**src/rtl/set_job_sched.sv**
```systemverilog
// set_job_sched
//
// Round-robin front end for a single shared SET candidate-count engine.
// Up to NREQ requesters post jobs (central/radius/mode); one job at a time is
// granted, issued to the engine with a one-cycle eng_en, and its result (or a
// timeout error) is returned to the owning requester with a one-hot strobe.
//
// Ports
//   clk, rst        : clock, synchronous active-high reset
//   req_valid       : per-requester job pending (held until req_ack)
//   req_central     : per-requester central, slice i = [24*i+23:24*i]
//   req_radius      : per-requester radius,  slice i = [12*i+11:12*i]
//   req_mode        : per-requester mode,    slice i = [2*i+1:2*i]
//   req_ack         : one-hot pulse, job of requester i accepted
//   rsp_valid       : one-hot pulse, result for requester i
//   rsp_candidate   : result count (0 unless a response is being sent)
//   rsp_err         : response is a timeout (rsp_candidate = 0)
//   eng_en          : one-cycle job start to the engine
//   eng_central/eng_radius/eng_mode : payload of the last granted job
//   eng_busy        : engine not ready, blocks a new grant
//   eng_valid       : engine result valid
//   eng_candidate   : engine result
//   done_cnt        : completed jobs including errors (wraps)
//   err_cnt         : timed-out jobs (saturates at 0xFF)
module set_job_sched #(
  parameter int NREQ    = 4,
  parameter int TIMEOUT = 128
) (
  input  logic                 clk,
  input  logic                 rst,
  input  logic [NREQ-1:0]      req_valid,
  input  logic [NREQ*24-1:0]   req_central,
  input  logic [NREQ*12-1:0]   req_radius,
  input  logic [NREQ*2-1:0]    req_mode,
  output logic [NREQ-1:0]      req_ack,
  output logic [NREQ-1:0]      rsp_valid,
  output logic [7:0]           rsp_candidate,
  output logic                 rsp_err,
  output logic                 eng_en,
  output logic [23:0]          eng_central,
  output logic [11:0]          eng_radius,
  output logic [1:0]           eng_mode,
  input  logic                 eng_busy,
  input  logic                 eng_valid,
  input  logic [7:0]           eng_candidate,
  output logic [15:0]          done_cnt,
  output logic [7:0]           err_cnt
);

  localparam int PTR_W = (NREQ > 1) ? $clog2(NREQ) : 1;
  // WAIT leaves at TIMEOUT-1, so the counter never needs to hold TIMEOUT.
  localparam int TMO_W = $clog2(TIMEOUT);

  typedef enum logic [2:0] {
    S_IDLE,
    S_ISSUE,
    S_WAIT,
    S_RESP,
    S_DRAIN
  } state_t;

  state_t             state_q, state_d;
  logic [PTR_W-1:0]   rr_ptr_q, rr_ptr_d;
  logic [PTR_W-1:0]   owner_q, owner_d;
  logic [TMO_W-1:0]   tmo_q, tmo_d;
  logic [7:0]         cand_d;
  logic               err_d;
  logic               latch_job;

  logic [NREQ-1:0]    req_ack_q;
  logic [NREQ-1:0]    rsp_valid_q;
  logic [7:0]         rsp_candidate_q;
  logic               rsp_err_q;
  logic               eng_en_q;
  logic [23:0]        eng_central_q;
  logic [11:0]        eng_radius_q;
  logic [1:0]         eng_mode_q;
  logic [15:0]        done_cnt_q;
  logic [7:0]         err_cnt_q;

  logic               grant_vld;
  logic [PTR_W-1:0]   grant_idx;

  // Requester index k steps after ptr, modulo NREQ.
  function automatic logic [PTR_W-1:0] rr_idx(input logic [PTR_W-1:0] ptr, input int k);
    int s;
    s = int'(ptr) + k;
    if (s >= NREQ) s = s - NREQ;
    return PTR_W'(s);
  endfunction

  function automatic logic [NREQ-1:0] onehot(input logic [PTR_W-1:0] idx);
    logic [NREQ-1:0] v;
    v = '0;
    v[idx] = 1'b1;
    return v;
  endfunction

  function automatic logic [7:0] sat_inc8(input logic [7:0] v);
    return (v == 8'hFF) ? v : v + 8'd1;
  endfunction

  // Round-robin search: scanning from the far end down to rr_ptr+1 lets the
  // candidate nearest to rr_ptr+1 overwrite the others, so it wins.
  always_comb begin
    grant_vld = 1'b0;
    grant_idx = '0;
    for (int k = NREQ; k >= 1; k--) begin
      if (req_valid[rr_idx(rr_ptr_q, k)]) begin
        grant_vld = 1'b1;
        grant_idx = rr_idx(rr_ptr_q, k);
      end
    end
  end

  // Next-state logic
  always_comb begin
    state_d   = state_q;
    rr_ptr_d  = rr_ptr_q;
    owner_d   = owner_q;
    tmo_d     = tmo_q;
    cand_d    = 8'd0;
    err_d     = 1'b0;
    latch_job = 1'b0;
    unique case (state_q)
      S_IDLE: begin
        if (grant_vld && !eng_busy && !eng_valid) begin
          state_d   = S_ISSUE;
          owner_d   = grant_idx;
          rr_ptr_d  = grant_idx;
          latch_job = 1'b1;
        end
      end
      S_ISSUE: begin
        tmo_d   = '0;
        state_d = S_WAIT;
      end
      S_WAIT: begin
        tmo_d = tmo_q + 1'b1;
        // A result in the last allowed cycle still counts as a result.
        if (eng_valid) begin
          cand_d  = eng_candidate;
          state_d = S_RESP;
        end else if (tmo_q == TMO_W'(TIMEOUT - 1)) begin
          err_d   = 1'b1;
          state_d = S_RESP;
        end
      end
      S_RESP: begin
        state_d = S_DRAIN;
      end
      S_DRAIN: begin
        // Hold off the next job until the engine drops valid, so a stretched
        // or late valid is never credited to a new owner.
        if (!eng_valid) state_d = S_IDLE;
      end
      default: begin
        state_d = S_IDLE;
      end
    endcase
  end

  // State and registered outputs; strobes are decoded from the next state so
  // they are high exactly during ISSUE / RESP.
  always_ff @(posedge clk) begin
    if (rst) begin
      state_q         <= S_IDLE;
      rr_ptr_q        <= PTR_W'(NREQ - 1);
      owner_q         <= '0;
      tmo_q           <= '0;
      req_ack_q       <= '0;
      rsp_valid_q     <= '0;
      rsp_candidate_q <= 8'd0;
      rsp_err_q       <= 1'b0;
      eng_en_q        <= 1'b0;
      eng_central_q   <= 24'd0;
      eng_radius_q    <= 12'd0;
      eng_mode_q      <= 2'd0;
      done_cnt_q      <= 16'd0;
      err_cnt_q       <= 8'd0;
    end else begin
      state_q     <= state_d;
      rr_ptr_q    <= rr_ptr_d;
      owner_q     <= owner_d;
      tmo_q       <= tmo_d;
      eng_en_q    <= (state_d == S_ISSUE);
      req_ack_q   <= (state_d == S_ISSUE) ? onehot(owner_d) : '0;
      rsp_valid_q <= (state_d == S_RESP) ? onehot(owner_d) : '0;
      // cand_d / err_d are non-zero only on the WAIT -> RESP transition.
      rsp_candidate_q <= cand_d;
      rsp_err_q       <= err_d;
      if (latch_job) begin
        eng_central_q <= req_central[24*grant_idx +: 24];
        eng_radius_q  <= req_radius[12*grant_idx +: 12];
        eng_mode_q    <= req_mode[2*grant_idx +: 2];
      end
      if (state_q == S_RESP) begin
        done_cnt_q <= done_cnt_q + 16'd1;
        if (rsp_err_q) err_cnt_q <= sat_inc8(err_cnt_q);
      end
    end
  end

  assign req_ack       = req_ack_q;
  assign rsp_valid     = rsp_valid_q;
  assign rsp_candidate = rsp_candidate_q;
  assign rsp_err       = rsp_err_q;
  assign eng_en        = eng_en_q;
  assign eng_central   = eng_central_q;
  assign eng_radius    = eng_radius_q;
  assign eng_mode      = eng_mode_q;
  assign done_cnt      = done_cnt_q;
  assign err_cnt       = err_cnt_q;

endmodule

```
**config.mk**
```make
export PLATFORM = sky130hd
export DESIGN_NAME = set_job_sched
export DESIGN_NICKNAME = d
export VERILOG_FILES = /design/src/rtl/set_job_sched.sv
export SDC_FILE = /design/constraint.sdc
export NUM_CORES = 1
export LEC_CHECK = 0
export BUFFER_PORTS_ARGS = -buffer_cell sky130_fd_sc_hd__buf_2
export CAP_MARGIN = 40
export CORE_ASPECT_RATIO = 1.25
export CORE_UTILIZATION = 45
export CTS_CLUSTER_SIZE = 10
export DETAILED_ROUTE_END_ITERATION = 10
export PLACE_DENSITY_LB_ADDON = 0.05
export SETUP_SLACK_MARGIN = 0.15
export SKIP_CTS_REPAIR_TIMING = 1
export SLEW_MARGIN = 5
export SYNTH_ARGS = -nofsm -noshare
export SYNTH_HDL_FRONTEND = slang
export SYNTH_SLANG_ARGS = --single-unit
```
**constraint.sdc**
```tcl
create_clock -name clk -period 2.9 [get_ports clk]
set_clock_uncertainty 0.1 [all_clocks]
set_input_delay 0.145 -clock clk [delete_from_list [all_inputs] [get_ports clk]]
set_output_delay 0.145 -clock clk [all_outputs]
set_load 0.02 [all_outputs]
```
# Word level (Yosys, flattened, before mapping)
# Cells that the tools add are included.
# totals
register_bits,94
latchBits,0
mem_bits_rw,0
romBits,0
output_inout_bits,80
memories,0
# op_classes
add_sub_neg,11
n_mul,2
n_div,0
magnitude_cmp,10
n_eq_ne,8
shift,3
n_mux,33
bitwise,5
reduce_logical,13
# op_table
op,count
variable part select 96 x 8 -> 24 bit,1
variable part select 48 x 7 -> 12 bit,1
two-way mux 2 bit,10
adder 16 x 1 -> 16 bit (second input constant),1
< comparator 2 x 3 -> 1 bit (second input constant),5
case mux 3 bit (5 select lines),1
case mux 7 bit (2 select lines),1
two-way mux 1 bit,12
two-way mux 3 bit,4
equality test 3 x 2 -> 1 bit (second input constant),3
greater-or-equal comparator 3 bit (second input constant),3
adder 8 x 1 -> 8 bit (second input constant),1
binary-select mux 1 bit (select 2 bit),4
equality test 8 bit (second input constant),1
multiplier 2 x 2 -> 4 bit (first input constant),2
variable part select 8 x 4 -> 2 bit,1
subtractor 2 x 1 -> 2 bit (second input constant),4
adder 7 x 1 -> 7 bit (second input constant),1
equality test 7 bit (second input constant),1
adder 2 x 2 -> 3 bit (second input constant),2
equality test 3 x 1 -> 1 bit (second input constant),2
OR reduction 3 bit,2
inverter 1 bit,5
adder 2 x 3 -> 4 bit (second input constant),1
other kinds (12),16

# Longest topological paths before layout
# Gate-level depths: netlist of the first run.
# logic_depth
depth_word,17
depth_mapped,9
depth_no_buf,7

# Worst setup path after synthesis of the first run
# No wires, ideal clock.
# synth_path
path_type,register to register
start,register state_q[0]
end,register eng_central_q[10] (netlist: eng_central[10])
arrival_ns,1.969
required_time_ns,2.678
path_slack_ns,0.709
stages_incl_launch_ff,8
path_buffers,3
synth_period_minus_slack_ns,2.191
path_cell_list,dfxtp_1 -> buf_6 -> or4_4 -> nor3_4 -> nor2_2 -> buf_6 -> buf_6 -> a221o_1
# synth_via
elab_chain_len,2
# synth_rtl
item,line_no,source
start: declaration,62,"state_t state_q, state_d;"
start signal: assignment,182,state_q <= state_d;
logical NOT 3 bit,125,unique case (state_q)
two-way mux 1 bit,125,
end signal: assignment,193,eng_central_q <= req_central[24*grant_idx +: 24];
end: declaration,75,logic [23:0] eng_central_q;
# No other way between the ends.
# A chain may end at the register's enable or synchronous reset.

# Final worst setup path of the first run
# layout_path
start,register state_q[2]
end,register eng_mode_q[1] (netlist: eng_mode[1])
# layout_via
elab_chain_len,2
# layout_rtl
item,line_no,source
logical NOT 3 bit,125,
two-way mux 1 bit,125,
end signal: assignment,195,eng_mode_q <= req_mode[2*grant_idx +: 2];
end: declaration,77,logic [1:0] eng_mode_q;
# No other way between the ends.

==> results of run 1 <==
## tightest hold or removal path: stages
cell     delay, ns
buf_2         0.08
nand2_1       0.04
nand2_1       0.05
a221o_1       0.13
## worst paths after layout
| kind | start | end | slack [ns] |
|---|---|---|---|
| setup reg to reg | state_q[2] | eng_mode[1] | 0.52 |
| hold / removal | req_central[82] | eng_central[10] | 0.03 |
| setup / recovery | state_q[2] | eng_mode[1] | 0.52 |
| hold reg to reg | eng_central[14] | eng_central[14] | 0.39 |
## layer usage
layer / vias up / wire length, um / GRT usage
li1: 2507 / - / -
met4: 0 / 306 / 0.1026
met1: 2232 / 5501 / 0.2911
met3: 26 / 766 / 0.03638
met5: - / 0 / 0
met2: 174 / 7228 / 0.4489
## state kept, by name, summed over array words and instances, names as in the netlist
| name | cells |
|---|---|
| eng_central | 24 |
| done_cnt | 16 |
| eng_radius | 12 |
| err_cnt | 8 |
| rsp_candidate | 8 |
| tmo_q | 7 |
| req_ack | 4 |
| rsp_valid | 4 |
| state_q | 3 |
| eng_mode | 2 |
| owner_q | 2 |
| rr_ptr_q | 2 |
| eng_en | 1 |
| rsp_err | 1 |
## power by group
| part | internal (mW) | switching, mW |
|---|---|---|
| clock | 0.593 | 0.516 |
| combinational | 0.257 | 0.373 |
| sequential | 1.34 | 0.0345 |
## final cells by class
class,count,area (um^2),share of cell area
Clock inverter,7,57.56,0.009176
Sequential cell,94,1882,0.3000
Clock buffer,9,225.2,0.03591
Multi-Input combinational cell,455,2525,0.4026
Inverter,3,12.51,0.001995
Antenna cell,1,2.502,0.0003990
Timing Repair Buffer,265,1406,0.2242
Tap cell,129,161.4,0.02573
## synth_stat cells, types with 3 or more instances
cell      count  area [um^2]
and2_1        8        50.05
ha_1          3        37.54
nand2b_1      5        31.28
and3_1        4        25.02
or3_1         5        31.28
a21oi_2      19        166.4
xnor2_1       9        78.83
nor3_1        7        35.03
clkbuf_1     26        97.59
a31oi_1       3        18.77
nand2_1     199        747.0
nor2_1       46        172.7
xor2_1       11        96.34
a21oi_1      32        160.2
dfxtp_1      94         1882
a211oi_1      4        30.03
a221o_1      38        380.4
buf_4         3        22.52
buf_6         8        90.09
o21ai_0       6        30.03
nand3_1      17        85.08
nand4_1       4        25.02
## kinds of logic (layout without fill, tap and decap cells)
| logic type | after synthesis | after routing |
|---|---|---|
| flops | 94 | 94 |
| other cells | 0 | 1 |
| mux | 3 | 3 |
| compound gates | 114 | 114 |
| buf+inv | 42 | 284 |
| fa+ha+maj | 3 | 3 |
| xor+xnor | 20 | 20 |
| simple gates | 315 | 315 |
## cells in the final DEF (no fill, tap or decap), drive strengths merged, types with 4 or more instances in the layout
master | synthesis | layout
nor2 | 48 | 48
xnor2 | 9 | 9
a211oi | 4 | 4
o21ai | 6 | 6
nand4 | 4 | 4
or3 | 5 | 5
dlygate4sd3 | 0 | 9
nand3 | 17 | 17
inv | 2 | 5
buf | 13 | 256
nor3 | 8 | 8
a221o | 38 | 38
dfxtp | 94 | 94
a21oi | 51 | 51
nand2 | 199 | 199
or4 | 4 | 4
nand2b | 6 | 6
clkbuf | 26 | 9
xor2 | 11 | 11
and3 | 4 | 4
and2 | 8 | 8
==> metrics, run 1 <==
VDD IR-drop max=0.0003481 V; HP Class=in -> reg; Ys Warns=0; P&R area growth vs syn=35.63%; CP Depth=6; Core Util, Final=0.6238; DR DRC count=0; most used cell, CP=buf_4; slowest CP cell=or4_4; final hold violation count=0; reg2reg path depth=6; Vias=4939; clk_lat worst skew=0.33 ns; Sum Neg Setup Slack=0 ns; Max transition margin=0.5104; largest family of logic cells by synthesized area=simple AND/OR/NAND/NOR gates; worst-margin pin slew=0.7312 ns; Non-Filler Instances=963; fin crit share=0.8194; XOR/XNOR share of the synthesized area=0.03788; DR pass1 iterations=5; Post-Synth Simple-Gate Area=0.2963; Primary FF master, synth=dfxtp_1; PwrDens=497.2 mW/mm^2; global-route wire length before repair=21.05 mm; Num Clock Sinks=94; DR vias/cell=5.129; grt ovf=0; Cells after DPL=937; Compound-Gate Fraction of Synth Area=0.1937; mux cell area share after synthesis=0.006764; Die Y=115.3 um; largest net degree at the start of global routing=67; crit path kind=reg -> reg; CTS clock-pin slew for the worst setup and hold paths=0.07 ns; drt total wl=13.80 mm; pre-CTS WS=0.5437 ns; Post-Syn Area=0.004624 mm^2; final worst slack=0.5237 ns; Placed Area=0.005897 mm^2; RSZ-0062 raised after global routing=false; ANT nets after route=0; Req. time, crit path=3.01 ns; number of H-tree levels=3; status=finished clean; syn nets=762; Initial Util=0.4599; Worst Hold Depth=4; crit path launch type=flop; FMAX=420.8 MHz; Num CTS Buffers=9; layout cells sized above 1=0.3661; Critical Path Fanout Max=32; routability-driven placement congestion ratio=0.8456; Lkg Pwr=3.104 nW; number of global-route vias before repair=4398; Crit path max-delay family=simple AND/OR/NAND/NOR gates; Final Max Tran Viols=0; core area=0.01005 mm^2; GR Util All Layers=0.2476; detailed placement HPWL=10.31 mm; die area=0.01069 mm^2; final-stage net count=999; total power=3.118 mW; DR iter-0 viols=247; final instance area=0.006272 mm^2; maximum clock insertion buffer count=2; Rows=41; routed wire length per instance=14.33 um; post-layout minimum cycle time=2.376 ns; cell count after synthesis=591; CP max stage delay=0.59 ns; max_cap viols=0; Adder-Cell Fraction of Synth Area=0.008117; asr flop ratio synth=0; Crit path buffers/inverters=2; Avg Cell Area, Syn=7.825 um^2; WP data arrival=2.49 ns; I/O Buffers=247; worst hold margin=0.03078 ns; post-synth cell types=52; crit end category=flop; Seq cells post-synth=94; cell breakdown of the critical path=or4_4, nor3_4, buf_4, nor2_2, buf_4, a221o_1; filler cell count in the final layout=932; CTS tree=done; # IOs=248; Finish-stage setup viols=0; die width=92.67 um; Post-synth EDFFs=0; initial antenna violation count=0; post-synthesis sequential area ratio=0.4069; CTS Root Buffer Type=clkbuf_16
Power figures use the tool's default switching activity.
==> run 2, diff against run 1 <==
==> constraint.sdc (replaced) <==
create_clock -name clk -period 2.3 [get_ports clk]
set_clock_uncertainty 0.1 [all_clocks]
set_input_delay 0.115 -clock clk [delete_from_list [all_inputs] [get_ports clk]]
set_output_delay 0.115 -clock clk [all_outputs]
set_load 0.02 [all_outputs]
==> run 2 against run 1 <==
The run now ends with hold timing left. Worst setup slack lost 0.32 ns. Critical endpoint unchanged. Critical path depth is the same. Largest cell class unchanged. Largest power group unchanged. Highest routed layer unchanged. First-iteration DRC count shrank 14%.
==> metrics, run 2 (same netlist as run 1, synthesis figures left out) <==
Vias=5068 (+2.6%); slowest CP cell=or4_4; # diodes=0 (-1); Setup crit end=eng_mode[1]; final instance area=0.006490 mm^2 (+3.5%); largest net degree at the start of global routing=80 (+19%); most common cell after layout, fill and taps aside=buf_2; worst hold margin=-0.01604 ns (-0.04681 ns); crit path kind=reg -> reg; filler cell count in the final layout=891 (-4.4%); status=finished with violations; Placed Area=0.005987 mm^2 (+1.5%); PwrDens=613.5 mW/mm^2 (+23%); CTS tree=done; crit path launch type=flop; max_cap viols=0 (unchanged); CP max stage delay=0.55 ns (-0.04 ns); number of H-tree levels=3 (unchanged); initial antenna violation count=0 (unchanged); drt total wl=14.27 mm (+3.4%); Sum Neg Setup Slack=0 ns (unchanged); Finish-stage setup viols=0 (unchanged); Rows=41 (unchanged); fin crit share=0.9093 (+0.08994); die area=0.01069 mm^2 (unchanged); failing checks=hold timing; Num Clock Sinks=94 (unchanged); Cells after DPL=944 (+0.75%); Critical R2R Launch=state_q[2]; Num CTS Buffers=9 (unchanged); Lkg Pwr=3.222 nW (+3.8%); number of flip-flops in the largest register=24 (unchanged); P&R area growth vs syn=40.34%; # IOs=248 (unchanged); Max transition margin=0.5088 (-0.001663); I/O Buffers=247 (unchanged); grt ovf=0 (unchanged); worst-margin pin slew=0.7336 ns (+0.002483 ns); reg2reg path depth=6 (unchanged); Req. time, crit path=2.42 ns (-0.59 ns); DR pass1 iterations=4 (-1); VDD IR-drop max=0.0003822 V (+9.8%); core area=0.01005 mm^2 (unchanged); Core Util, Final=0.6455 (+0.02165); clk_lat worst skew=0.34 ns (about the same); CP Depth=6 (unchanged); post-layout minimum cycle time=2.092 ns (-0.2848 ns); Initial Util=0.4599 (unchanged); CTS Root Buffer Type=clkbuf_16; Non-Filler Instances=979 (+1.7%); crit end category=flop; layout cells sized above 1=0.3706 (+0.004442); routed wire length per instance=14.58 um (+1.7%); DR DRC count=0 (unchanged); HP Class=in -> reg; GR Util All Layers=0.2432 (-0.004432); Critical Path Fanout Max=38 (+19%); CTS clock-pin slew for the worst setup and hold paths=0.07 ns (about the same); Crit path buffers/inverters=2 (unchanged); final hold violation count=9 (+9); Die Y=115.3 um (unchanged); R2R Setup Slk=0.21 ns (-0.32 ns); WP data arrival=2.21 ns (-0.28 ns); most frequent cells in the layout=247 x buf_2, 199 x nand2_1, 94 x dfxtp_1; crit path from=state_q[2]; RSZ-0062 raised after global routing=true; die width=92.67 um (unchanged); DR iter-0 viols=212 (-14%); routability-driven placement congestion ratio=0.8724 (+3.2%); Crit path max-delay family=simple AND/OR/NAND/NOR gates; final-stage net count=1016 (+1.7%); detailed placement HPWL=10.10 mm (-2.1%); Final Max Tran Viols=0 (unchanged); ANT nets after route=0 (unchanged); reg2reg end=eng_mode[1]; number of global-route vias before repair=4372 (-0.59%); global-route wire length before repair=20.69 mm (-1.7%); FMAX=478.1 MHz (+14%); cell breakdown of the critical path=or4_4, nor3_4, buf_4, nor2_2, buf_12, a221o_1; DR vias/cell=5.177 (+0.93%); maximum clock insertion buffer count=2 (unchanged)
[run 2: where the power goes]
| group | switching (mW) | total, mW | leakage (nW) | internal [mW] |
|---|---|---|---|---|
| Clock | 0.616 | 1.41 | 0.143 | 0.796 |
| Combinational | 0.481 | 0.835 | 2.32 | 0.354 |
| Sequential | 0.0395 | 1.73 | 0.762 | 1.70 |
| Total | 1.14 | 3.98 | 3.22 | 2.85 |
[run 2: per-layer routing]
metal / GRT usage / up-vias / share of wire
met4: 0.1056 / 0 / 0.026
li1: - / 2540 / -
met1: 0.2848 / 2332 / 0.40
met2: 0.4400 / 169 / 0.52
met3: 0.03571 / 27 / 0.054
met5: 0 / - / 0
[run 2: cell type report]
cell class / instances / area, um^2 / area share
Multi-Input combinational cell: 455 / 2525 / 0.3890
Sequential cell: 94 / 1882 / 0.2900
Timing Repair Buffer: 282 / 1622 / 0.2499
Clock buffer: 12 / 256.5 / 0.03952
Tap cell: 129 / 161.4 / 0.02487
Clock inverter: 4 / 31.28 / 0.004820
Inverter: 3 / 12.51 / 0.001928
[run 2: worst min-delay path, cell delays in order]
cell and delay (ns):
buf_2 0.07, nand2_1 0.04, nand2_1 0.05, a221o_1 0.12
[run 2: how the worst min path moves through the flow]
stage | start | to | slack (ns) | depth (start not counted)
finish | req_radius[41] | eng_radius[5] | -0.02 | 4
CTS | eng_candidate[1] | rsp_candidate[1] | -0.13 | 2
global route | req_central[82] | eng_central[10] | 0.005 | 4
detailed placement | eng_candidate[1] | rsp_candidate[1] | 0.22 | 2
floorplan | eng_valid | rsp_err | 0.09 | 1
global placement | eng_candidate[5] | rsp_candidate[5] | 0.22 | 2
[run 2: per-stage QoR]
stage / worst slack [ns] / total power, mW
after floorplan: 0.1621 / 2.256
after global placement: 0.2274 / 2.563
after detailed placement: 0.1684 / 2.571
after CTS: 0.1395 / 3.981
after global routing: 0.1379 / 4.168
final: 0.2085 / 3.982
